===== config.mk =====
export PLATFORM = sky130hd
export DESIGN_NAME = mux4_rr_arbiter
export DESIGN_NICKNAME = d
export VERILOG_FILES = /design/src/rtl/mux4_arb_pkg.sv /design/src/rtl/rr_pick4.sv /design/src/rtl/mux4_rr_arbiter.sv
export SDC_FILE = /design/constraint.sdc
export NUM_CORES = 1
export LEC_CHECK = 0
export BUFFER_PORTS_ARGS = -buffer_cell sky130_fd_sc_hd__buf_2
export CAP_MARGIN = 30
export CORE_MARGIN = 8
export CORE_UTILIZATION = 45
export DETAILED_ROUTE_END_ITERATION = 8
export GPL_TIMING_DRIVEN = 0
export PLACE_DENSITY = 0.67
export SETUP_SLACK_MARGIN = 0.1
export SYNTH_ARGS = -nofsm -noshare
export SYNTH_HDL_FRONTEND = slang
export SYNTH_HIERARCHICAL = 1
export SYNTH_SLANG_ARGS = --single-unit

===== constraint.sdc =====
create_clock -name clk -period 3.12 [get_ports clk]
set_input_delay 0.312 -clock clk [delete_from_list [all_inputs] [get_ports clk]]
set_output_delay 0.312 -clock clk [all_outputs]
set_load 0.02 [all_outputs]

===== src/rtl/mux4_arb_pkg.sv =====
// rtl/mux4_arb_pkg.sv - shared constants, state type and helpers for the 4:1 round-robin arbiter
package mux4_arb_pkg;

  localparam int NUM_REQ = 4;
  localparam int IDX_W   = 2;

  typedef enum logic [0:0] {
    IDLE = 1'b0,
    BUSY = 1'b1
  } arb_state_t;

  function automatic logic [NUM_REQ-1:0] onehot4(input logic [IDX_W-1:0] idx);
    logic [NUM_REQ-1:0] r;
    r = '0;
    r[idx] = 1'b1;
    return r;
  endfunction

endpackage


===== src/rtl/rr_pick4.sv =====
// rtl/rr_pick4.sv - combinational round-robin pick: first set request at or after ptr
module rr_pick4
  import mux4_arb_pkg::*;
(
  input  logic [NUM_REQ-1:0] req,
  input  logic [IDX_W-1:0]   ptr,
  output logic               any,
  output logic [IDX_W-1:0]   win
);

  logic [2*NUM_REQ-1:0] dbl;
  logic [NUM_REQ-1:0]   rot;
  logic [IDX_W-1:0]     off;

  // Rotate so ptr lands at bit 0, fixed-priority encode, then add ptr back.
  always_comb begin
    dbl = {req, req} >> ptr;
    rot = dbl[NUM_REQ-1:0];
    off = 2'd0;
    if (rot[0])      off = 2'd0;
    else if (rot[1]) off = 2'd1;
    else if (rot[2]) off = 2'd2;
    else if (rot[3]) off = 2'd3;
    any = |req;
    win = off + ptr;
  end

endmodule


===== src/rtl/mux4_rr_arbiter.sv =====
// rtl/mux4_rr_arbiter.sv - round-robin arbiter driving the shared 4:1 select and registered data bit
module mux4_rr_arbiter
  import mux4_arb_pkg::*;
#(
  parameter int HOLD_MAX = 8
) (
  input  logic               clk,
  input  logic               rst_n,
  input  logic [NUM_REQ-1:0] req,
  input  logic [NUM_REQ-1:0] d,
  output logic [NUM_REQ-1:0] grant,
  output logic [IDX_W-1:0]   sel,
  output logic               o,
  output logic               valid
);

  localparam int CNT_W = (HOLD_MAX > 2) ? $clog2(HOLD_MAX) : 1;
  localparam logic [CNT_W-1:0] CNT_LAST = CNT_W'(HOLD_MAX - 1);

  arb_state_t       state;
  logic [CNT_W-1:0] count;
  logic [IDX_W-1:0] ptr;
  logic             arb_now;
  logic             any;
  logic [IDX_W-1:0] win;

  rr_pick4 u_pick (
    .req (req),
    .ptr (ptr),
    .any (any),
    .win (win)
  );

  // Re-arbitrate when idle, when the owner lets go, or when its hold window is used up.
  always_comb begin
    arb_now = (state == IDLE) || !req[sel] || (count == CNT_LAST);
  end

  always_ff @(posedge clk or negedge rst_n) begin
    if (!rst_n) begin
      state <= IDLE;
      grant <= '0;
      sel   <= '0;
      ptr   <= '0;
      count <= '0;
      o     <= 1'b0;
      valid <= 1'b0;
    end else begin
      valid <= (state == BUSY);
      if (state == BUSY) begin
        o <= d[sel];
      end
      if (arb_now) begin
        if (any) begin
          state <= BUSY;
          grant <= onehot4(win);
          sel   <= win;
          count <= '0;
          ptr   <= win + 2'd1;
        end else begin
          state <= IDLE;
          grant <= '0;
        end
      end else begin
        count <= count + CNT_W'(1);
      end
    end
  end

endmodule


==> flow_summary.toml <==
[status]
status = "completed"

[timing]
tightestPinTransition_ns = 0.425
holdWs_ns = 0.439
finalSetupViolations = 0
fmax_mhz = 396
period_minus_slack_ns = 2.52
clock_skew_ns = 0.00356
setup_tns_ns = 0
hold_violations = 0
grt_setup_unrepaired = "false"
worst_slack_ns = 0.596
maxSlewHeadroom_pct = 70.9
maxSlewViolCount = 0
period_share_pct = 80.9

[detailed_routing]
drt_wl_total_um = 1720
vias = 685
wl_per_cell_um = 13.2
drtIter0Drc = 10
vias_per_cell = 5.23
first_pass_iters = 4
drc = 0
ant_nets = 0

[floorplanning]
dieHeight_um = 61.1
num_rows = 16
die_x_um = 61.1
initial_core_util_pct = 47.1
dieArea_um2 = 3730
ios = 18
coreArea_um2 = 1940

[yosys]
yosysTopAreaCellShare_pct = 38.3
syn-mean-instance-area_um2 = 11.0
netlist_area_um2 = 915
yosysUniqueCellTypes = 31
synthCells = 83
synth.most_common_cell = "dfrtp_1"
synthArstFlopShare_pct = 100
synth_fp_nets = 100
synth_flop_cell = "dfrtp_1"
synth-warning-count = 6
synth-seq-cells = 14
synthTopCellsByArea = "dfrtp_1, ha_1, mux2i_1"
synth_seq_area_share_pct = 38.3
yosysTopAreaCell = "dfrtp_1"
yosys-top-cells-count = "dfrtp_1, mux2i_1, ha_1, inv_1, nand2_1"
synth-edff-count = 0

[clock_tree]
cts_setup_buffers = 0
cts_tree = "yes"
ctsResizeCount = 0
path_clk_slew_ns = 0.08
htree_levels = 1
clkSinkCount = 14
cts_hold_buffers = 1
insertion_delay_ns = 0.28
cts_max_path_buffers = 2
cts-root-buf = "clkbuf_4"
numCtsBuffers = 3

[placement]
routabilityCongestion = 0.755
dp_hpwl_um = 1330
post-place-ws_ns = 0.628
port_buffers = 17
dpl_cell_area_um2 = 1030

[setup_path]
cp.arrival_ns = 2.69
critPathLaunchType = "flop"
cp_max_fo = 9
cp-end-kind = "flop"
timing.critical_path.required_ns = 3.28
path_class = "flop to flop"

[global_route]
grt_pass1_vias = 668
grt_pass1_wl_um = 2800
grt_use_total_pct = 10.2
grt.overflow.total = 0
grt_max_degree = 15
antenna_found_initial = 0

[power]
power_leakage_nw = 0.497
powerDensity_nw_per_um2 = 985
ir_worst_vdd_mv = 0.556

[final_layout]
layout.nets = 123
fin_area_um2 = 1070
multi_input_area_um2 = 527
final_layout_size_suffix_gt1_share_pct = 31.7
fillerInstances = 182
syn_to_final_growth_pct = 16.6
seqCellArea_um2 = 350
n_antenna_cell = 0

[worst_hold_path]
hold_path_class = "flop to flop"

[flow_run]
max_cap_viol_count = 0
state kept, by name, summed over array words and instances (netlist names):
| register | flops |
|---|---|
| o | 1 |
| state | 1 |
| grant | 4 |
| ptr | 2 |
| count | 3 |
| valid | 1 |
| sel | 2 |
critical path: stages (launching register included):
cell	delay, ns
dfrtp_1	0.40
buf_4	0.17
nand2_1	0.11
nor2_1	0.05
o21ai_0	0.15
o211ai_1	0.12
ha_1	0.21
xor2_1	0.16
xnor2_1	0.39
inv_1	0.12
ha_1	0.29
mux2_2	0.26
final cells by class:
cell class / count / area share, %
multi-input cells: 60 / 49.4
flip-flops and latches: 14 / 32.9
repair buffers: 18 / 8.92
well taps: 27 / 3.17
inverters: 7 / 2.46
clock buffers: 3 / 2.11
plain buffers: 2 / 1.06
kinds of logic (layout without fill, tap and decap cells):
kind of cell	count (synthesis)	in the layout	synth area share [%]
adder cells (fa/ha/maj)	7	7	9.58
buffers and inverters	9	30	4.10
flip-flops	14	14	38.3
AO/OA/AOI/OAI	11	11	11.1
AND/OR/NAND/NOR	25	25	15.6
multiplexers	15	15	19.4
XOR/XNOR	2	2	1.92
power breakdown:
| part | total [mW] | switching, mW | internal, mW |
|---|---|---|---|
| clock | 0.0989 | 0.0542 | 0.0447 |
| sequential | 0.318 | 0.0620 | 0.256 |
| combinational | 0.633 | 0.332 | 0.301 |
per-layer routing:
layer	track usage [%]	part of all wire, %
met5	0	0
met1	11.0	46
met4	3.99	1.2
met2	16.9	46
met3	4.59	6.2
per-stage QoR:
stage          power [mW]  std cells  utilization [%]
4_1_cts              1.06        131             54.9
6_report             1.05        131             54.9
2_1_floorplan       0.812         83                -
3_3_place_gp        0.940        127             53.2
3_5_place_dp        0.962        127             53.2
5_1_grt              1.15        131             54.9
layout by cell type, fill, tap and decap left out, types with 2 or more instances in the layout:
cell,instances
buf_2,17
dfrtp_1,14
mux2i_1,8
inv_1,7
ha_1,7
nand2_1,6
mux2_2,4
o211ai_1,3
nand2b_1,3
clkbuf_4,3
nor2_1,3
nand3b_1,2
nor2b_1,2
mux2_4,2
nor3_1,2
nor3b_1,2
a21oi_1,2
final timing paths:
kind / from / to / slack (ns) / cells past startpoint
worst max-delay path: ptr[0]$_DFFE_PN0P_ / ptr[1]$_DFFE_PN0P_ / 0.60 / 11
worst min-delay path: state$_DFFE_PN0P_ / valid$_DFF_PN0_ / 0.44 / 0
worst max register to register: ptr[0]$_DFFE_PN0P_ / ptr[1]$_DFFE_PN0P_ / 0.60 / 11
worst min register to register: state$_DFFE_PN0P_ / valid$_DFF_PN0_ / 0.44 / 0
max in group asynchronous: rst_n / grant[0]$_DFFE_PN0P_ / 2.43 / 2
min in group asynchronous: rst_n / count[1]$_DFFE_PN0P_ / 0.45 / 2
Power figures use the tool's default switching activity.
